--- src/rtl/wb_write_arbiter_if.sv ---
// rtl/wb_write_arbiter_if.sv - ALU/load result inputs and register-file write port bundle
// The arbiter connects through the slave modport; result producers and the register file use master.
interface wb_write_arbiter_if #(
  parameter int DEPTH = 4
) ();
  localparam int CW = $clog2(DEPTH) + 1;

  logic          alu_valid;
  logic [4:0]    alu_rd;
  logic [31:0]   alu_wd;
  logic          alu_ready;
  logic          ld_valid;
  logic [4:0]    ld_rd;
  logic [31:0]   ld_wd;
  logic          ld_ready;
  logic          regwrite;
  logic [4:0]    rd;
  logic [31:0]   wd;
  logic [31:0]   pend;
  logic [CW-1:0] fifo_count;

  modport slave (
    input  alu_valid, alu_rd, alu_wd, ld_valid, ld_rd, ld_wd,
    output alu_ready, ld_ready, regwrite, rd, wd, pend, fifo_count
  );

  modport master (
    output alu_valid, alu_rd, alu_wd, ld_valid, ld_rd, ld_wd,
    input  alu_ready, ld_ready, regwrite, rd, wd, pend, fifo_count
  );
endinterface

--- src/rtl/wb_write_arbiter.sv ---
// rtl/wb_write_arbiter.sv - merges ALU and queued load results onto one register-file write port
// ALU has priority; a starvation counter and WAW hold-off keep loads progressing and ordered.
module wb_write_arbiter #(
  parameter int DEPTH        = 4,
  parameter int STARVE_LIMIT = 3
) (
  input  logic                clk,
  input  logic                rst,
  wb_write_arbiter_if.slave   bus
);
  localparam int PW = $clog2(DEPTH);
  localparam int CW = PW + 1;
  localparam int SW = (STARVE_LIMIT > 0) ? $clog2(STARVE_LIMIT + 1) : 1;

  logic [4:0]       mem_rd_q [DEPTH];
  logic [31:0]      mem_wd_q [DEPTH];
  logic [DEPTH-1:0] vld_q, vld_d;
  logic [PW-1:0]    head_q, head_d;
  logic [PW-1:0]    tail_q, tail_d;
  logic [CW-1:0]    count_q, count_d;
  logic [SW-1:0]    starve_q, starve_d;
  logic             regwrite_q, regwrite_d;
  logic [4:0]       rd_q, rd_d;
  logic [31:0]      wd_q, wd_d;

  logic        empty, full, force_pop;
  logic        alu_ready, alu_win, pop, push;
  logic [31:0] pend_c;

  assign empty     = (count_q == '0);
  assign full      = (count_q == CW'(DEPTH));
  assign force_pop = (starve_q == SW'(STARVE_LIMIT));

  // x0 is never pushed, so bit 0 stays clear; masked anyway for safety.
  always_comb begin
    pend_c = '0;
    for (int i = 0; i < DEPTH; i++) begin
      if (vld_q[i]) pend_c[mem_rd_q[i]] = 1'b1;
    end
    pend_c[0] = 1'b0;
  end

  assign alu_ready = !force_pop && !((bus.alu_rd != 5'd0) && pend_c[bus.alu_rd]);
  assign alu_win   = bus.alu_valid && alu_ready && (bus.alu_rd != 5'd0);
  assign pop       = !alu_win && !empty;
  assign push      = bus.ld_valid && !full && (bus.ld_rd != 5'd0);

  always_comb begin
    regwrite_d = 1'b0;
    rd_d       = rd_q;
    wd_d       = wd_q;
    head_d     = head_q;
    tail_d     = tail_q;
    vld_d      = vld_q;
    count_d    = count_q;
    starve_d   = '0;

    if (alu_win) begin
      regwrite_d = 1'b1;
      rd_d       = bus.alu_rd;
      wd_d       = bus.alu_wd;
      if (!empty) starve_d = starve_q + SW'(1);
    end else if (pop) begin
      regwrite_d    = 1'b1;
      rd_d          = mem_rd_q[head_q];
      wd_d          = mem_wd_q[head_q];
      head_d        = head_q + PW'(1);
      vld_d[head_q] = 1'b0;
    end

    // Tail slot differs from head whenever a pop and push coincide (FIFO non-empty, not full).
    if (push) begin
      tail_d        = tail_q + PW'(1);
      vld_d[tail_q] = 1'b1;
    end

    case ({push, pop})
      2'b10:   count_d = count_q + CW'(1);
      2'b01:   count_d = count_q - CW'(1);
      default: count_d = count_q;
    endcase
  end

  always_ff @(posedge clk) begin
    if (rst) begin
      regwrite_q <= 1'b0;
      rd_q       <= '0;
      wd_q       <= '0;
      head_q     <= '0;
      tail_q     <= '0;
      vld_q      <= '0;
      count_q    <= '0;
      starve_q   <= '0;
    end else begin
      regwrite_q <= regwrite_d;
      rd_q       <= rd_d;
      wd_q       <= wd_d;
      head_q     <= head_d;
      tail_q     <= tail_d;
      vld_q      <= vld_d;
      count_q    <= count_d;
      starve_q   <= starve_d;
      if (push) begin
        mem_rd_q[tail_q] <= bus.ld_rd;
        mem_wd_q[tail_q] <= bus.ld_wd;
      end
    end
  end

  assign bus.alu_ready  = alu_ready;
  assign bus.ld_ready   = !full;
  assign bus.regwrite   = regwrite_q;
  assign bus.rd         = rd_q;
  assign bus.wd         = wd_q;
  assign bus.pend       = pend_c;
  assign bus.fifo_count = count_q;
endmodule
--- src/flat_wrapper.sv ---
// flat-port wrapper written by rule: the top's interface ports become plain ports
module wb_write_arbiter_flat 
#(
  parameter int DEPTH        = 4,
  parameter int STARVE_LIMIT = 3
)
  (clk, rst, bus_alu_valid, bus_alu_rd, bus_alu_wd, bus_ld_valid, bus_ld_rd, bus_ld_wd, bus_alu_ready, bus_ld_ready, bus_regwrite, bus_rd, bus_wd, bus_pend, bus_fifo_count);
  wb_write_arbiter_if #(.DEPTH(DEPTH)) bus_i ();
  input  logic clk;
  input  logic rst;
  input wire logic [$bits(bus_i.alu_valid)-1:0] bus_alu_valid;
  input wire logic [$bits(bus_i.alu_rd)-1:0] bus_alu_rd;
  input wire logic [$bits(bus_i.alu_wd)-1:0] bus_alu_wd;
  input wire logic [$bits(bus_i.ld_valid)-1:0] bus_ld_valid;
  input wire logic [$bits(bus_i.ld_rd)-1:0] bus_ld_rd;
  input wire logic [$bits(bus_i.ld_wd)-1:0] bus_ld_wd;
  output wire logic [$bits(bus_i.alu_ready)-1:0] bus_alu_ready;
  output wire logic [$bits(bus_i.ld_ready)-1:0] bus_ld_ready;
  output wire logic [$bits(bus_i.regwrite)-1:0] bus_regwrite;
  output wire logic [$bits(bus_i.rd)-1:0] bus_rd;
  output wire logic [$bits(bus_i.wd)-1:0] bus_wd;
  output wire logic [$bits(bus_i.pend)-1:0] bus_pend;
  output wire logic [$bits(bus_i.fifo_count)-1:0] bus_fifo_count;
  assign bus_i.alu_valid = bus_alu_valid;
  assign bus_i.alu_rd = bus_alu_rd;
  assign bus_i.alu_wd = bus_alu_wd;
  assign bus_i.ld_valid = bus_ld_valid;
  assign bus_i.ld_rd = bus_ld_rd;
  assign bus_i.ld_wd = bus_ld_wd;
  assign bus_alu_ready = bus_i.alu_ready;
  assign bus_ld_ready = bus_i.ld_ready;
  assign bus_regwrite = bus_i.regwrite;
  assign bus_rd = bus_i.rd;
  assign bus_wd = bus_i.wd;
  assign bus_pend = bus_i.pend;
  assign bus_fifo_count = bus_i.fifo_count;
  wb_write_arbiter #(.DEPTH(DEPTH), .STARVE_LIMIT(STARVE_LIMIT)) u_core (.clk(clk), .rst(rst), .bus(bus_i));
endmodule
--- config.mk ---
export PLATFORM = sky130hd
export DESIGN_NAME = wb_write_arbiter_flat
export DESIGN_NICKNAME = d
export VERILOG_FILES = /design/src/rtl/wb_write_arbiter_if.sv /design/src/rtl/wb_write_arbiter.sv /design/src/flat_wrapper.sv
export SDC_FILE = /design/constraint.sdc
export NUM_CORES = 1
export LEC_CHECK = 0
export CAP_MARGIN = 25
export CORE_MARGIN = 4
export CORE_UTILIZATION = 49
export DETAILED_ROUTE_END_ITERATION = 10
export PLACE_DENSITY_LB_ADDON = 0.2
export SLEW_MARGIN = 0
export SYNTH_ARGS = -nofsm -noshare
export SYNTH_HDL_FRONTEND = slang
export SYNTH_SLANG_ARGS = --single-unit
--- constraint.sdc ---
create_clock -name clk -period 3.6 [get_ports clk]
set_input_delay 0.36 -clock clk [delete_from_list [all_inputs] [get_ports clk]]
set_output_delay 0.36 -clock clk [all_outputs]
set_load 0.02 [all_outputs]
==> flow_summary.ini, run 1 <==
[sta]
final_hold_viol_count = 0
tightest_slew_ns = 1.04
period_share_pct = 100
max_freq_ghz = 0.277
fin_setup_tns_ns = -0.0115
relSlewSlack_pct = 31.0
fin_ws_ns = -0.0115
rsz0062_at_grt = true
setup_viol = 1
maxSlewViolCount = 0
hold_slack_ns = 0.459
finalCriticalPeriod_ns = 3.61
clock_skew_ns = 0.0131

[synth]
yosys-top-cells-area = edfxtp_1 (46%), dfxtp_1 (11%), mux4_2 (9.4%)
synth_seq_cells = 201
synth.most_common_cell = edfxtp_1
yosys.cell_types.count = 72
synth.net_count = 788
synth_enable_flop_cells = 148
synth.avg_cell_area_sq_um = 13.7
async_flop_share_pct = 0
yosysSeqAreaShare_pct = 57.4
synth_top_area_cell = edfxtp_1
synth_area_sq_mm = 0.00959
syn_inst = 699
yosys_warnings = 0
ys.flop_type = edfxtp_1
yosys-top-cells-count = edfxtp_1 (148), nand2_1 (90), dfxtp_1 (53)
synth.top_cell.area_share_pct = 46.3

[detailed_routing]
dr.first_iter.drc_count = 639
vias_per_cell = 6.16
route.detailed.drc = 0
vias = 7174
drt-wirelength-per-cell_um = 23.7
dr.pass1.iters = 5
ant_nets = 0
wl_um = 27600

[power_and_ir_drop]
p_total_mw = 7.76
p_per_area_mw_per_mm2 = 615
leakage_nw = 4.19
ir_drop_uv = 447

[critical_path]
crit_path_end_kind = register
start_kind = register
path_max_fanout = 3
cp.arrival_ns = 4.03
r2r_end = u_core.bus.fifo_count[2]
worstSetupPathType = register to register
reg2reg_slack_ns = -0.01
slowest_delay_ns = 0.59
rr_worst_depth = 14
critPathLaunch = u_core.mem_rd_q[1][4]
reg2reg_from = u_core.mem_rd_q[1][4]
crit_chain = or4b_1 > o22a_1 > nor3b_1 > o311ai_4 > o21ai_2 > a211oi_4 > a21oi_4 > nor2_2 > ha_2 > inv_1 > fa_2 > xor2_1 > or3_1 > a21oi_2
cp_slowest_cell = or4b_1
worstPathRequired_ns = 4.02
crit_path_end = u_core.bus.fifo_count[2]

[placed_design]
dpl.hpwl_um = 19500
numPlacedInstances = 1120
io_buffers = 151
dp_slack_ns = -0.00128
routabilityCongestion = 0.964
placed_cell_area_sq_mm = 0.0118

[hold_path]
hp-class = register to register

[outcome]
violations = negative setup slack
status = complete, but fails checks

[global_route]
grt_antenna_before_repair = 0
grt_pass1_vias = 7342
grt_pass1_wl_um = 42600
overflow = 0
grt_max_degree = 52
grt_util_all_layers_pct = 24.6

[flow_run]
drv_cap = 0

[final_layout]
final_nets = 978
syn2layout_area_growth_pct = 31.7
final_cells = 1165
antenna-diode-count = 0
n_fill_cell = 1358
drive_gt1_share_pct = 23.4
finish.utilization_pct = 66.6
design_area_sq_mm = 0.0126

[clock_network]
cts_tree = yes
root_buffer = clkbuf_16
holdBufCountCts = 0
cts_buffers = 22
cts.sinks = 201
h-tree-depth = 1
clk_latency_ns = 0.50
clock_path_buffers = 3
clk_pin_slew_ns = 0.07

[floorplan]
coreArea_sq_mm = 0.0190
die_h_um = 148
io_pins = 153
die_width_um = 148
dieArea_sq_mm = 0.0219
start_util_pct = 50.6
rows = 50
final cells by class:
cell class                 count  area (sq um)  area share, %
timing repair buffer         216          2100           16.6
multi-input combinational    436          3860           30.6
tap                          260           325           2.58
clock buffer                  25           583           4.62
inverter                      12          45.0          0.357
clock inverter                15           204           1.61
sequential                   201          5510           43.6
worst min path at each step:
stage                                  start  depth (start not counted)                  to
after detailed placement  u_core.starve_q[0]                          1  u_core.starve_q[0]
after global placement    u_core.starve_q[0]                          1  u_core.starve_q[0]
final                     u_core.starve_q[0]                          1  u_core.starve_q[0]
after global routing      u_core.starve_q[0]                          1  u_core.starve_q[0]
after floorplan           u_core.starve_q[0]                          1  u_core.starve_q[0]
after CTS                 u_core.starve_q[0]                          1  u_core.starve_q[0]
power by group:
part           switching [mW]  leakage (nW)  internal, mW  total [mW]
logic                    1.28          2.02          1.07        2.35
clock network           0.910         0.386          1.47        2.38
registers               0.255          1.78          2.78        3.03
cell families after synthesis:
logic type | share of synthesized area [%]
AO/OA/AOI/OAI | 15.3
XOR/XNOR | 0.274
adder cells (fa/ha/maj) | 1.51
buffers and inverters | 3.43
flip-flops | 57.4
multiplexers | 9.82
other | 0.0391
AND/OR/NAND/NOR | 12.2
per-layer routing:
metal  up-vias  GRT usage (%)  share of wire, %
met5         -              0                 0
met4         0           5.59               1.8
met3        44           4.32               7.1
met2       307           41.9                49
met1      3611           33.3                42
li1       3212              -                 -
registers in the layout, indices dropped and copies added (netlist names), named ones only:
| signal | count |
|---|---|
| u_core.bus.wd | 32 |
| u_core.tail_q | 2 |
| u_core.starve_q | 2 |
| u_core.mem_rd_q | 20 |
| u_core.mem_wd_q | 128 |
| u_core.bus.rd | 5 |
| u_core.head_q | 2 |
| u_core.vld_q | 4 |
| u_core.bus.fifo_count | 3 |
| u_core.bus.regwrite | 1 |
timing repair:
action | in CTS | in global routing
pin swaps | 0 | 5
cloned | 0 | 0
setup endpoints to repair | 2 | 19
resized for setup | 2 | 12
setup buffers | 2 | 3
worst max-delay path, delay by kind of cell (launching register included):
kind | cells | cell delay, ns
adder cells (fa/ha/maj) | 2 | 0.51
XOR/XNOR | 1 | 0.15
flip-flops | 1 | 0.41
buffers and inverters | 1 | 0.05
AO/OA/AOI/OAI | 6 | 1.23
AND/OR/NAND/NOR | 4 | 1.20
placed cells by master (no fill, tap or decap), drive strengths merged, types with 5 or more instances in the layout:
cell type / n
clkdlybuf4s50: 149
edfxtp: 148
nand2: 90
buf: 65
dfxtp: 53
mux4: 40
a211oi: 40
a311oi: 34
clkbuf: 26
nor2: 22
o22ai: 20
o221ai: 14
nand4b: 12
nand2b: 12
o22a: 11
inv: 11
clkinv: 11
nor2b: 10
ha: 10
nor3: 10
or2: 9
a22oi: 9
nor4bb: 7
a21oi: 7
nand3: 6
or3: 6
and2: 6
o211ai: 5
a2bb2oi: 5
Power figures use the tool's default switching activity.
==> run 2: changes to the inputs <==
--- a/config.mk
+++ b/config.mk
@@ -10,7 +10,7 @@
 export CORE_UTILIZATION = 49
 export DETAILED_ROUTE_END_ITERATION = 10
 export PLACE_DENSITY_LB_ADDON = 0.2
-export SLEW_MARGIN = 0
+export SLEW_MARGIN = 20
 export SYNTH_ARGS = -nofsm -noshare
 export SYNTH_HDL_FRONTEND = slang
 export SYNTH_SLANG_ARGS = --single-unit
==> results of run 2 <==
The final DEF is identical to that of run 1; final timing and power are the same.
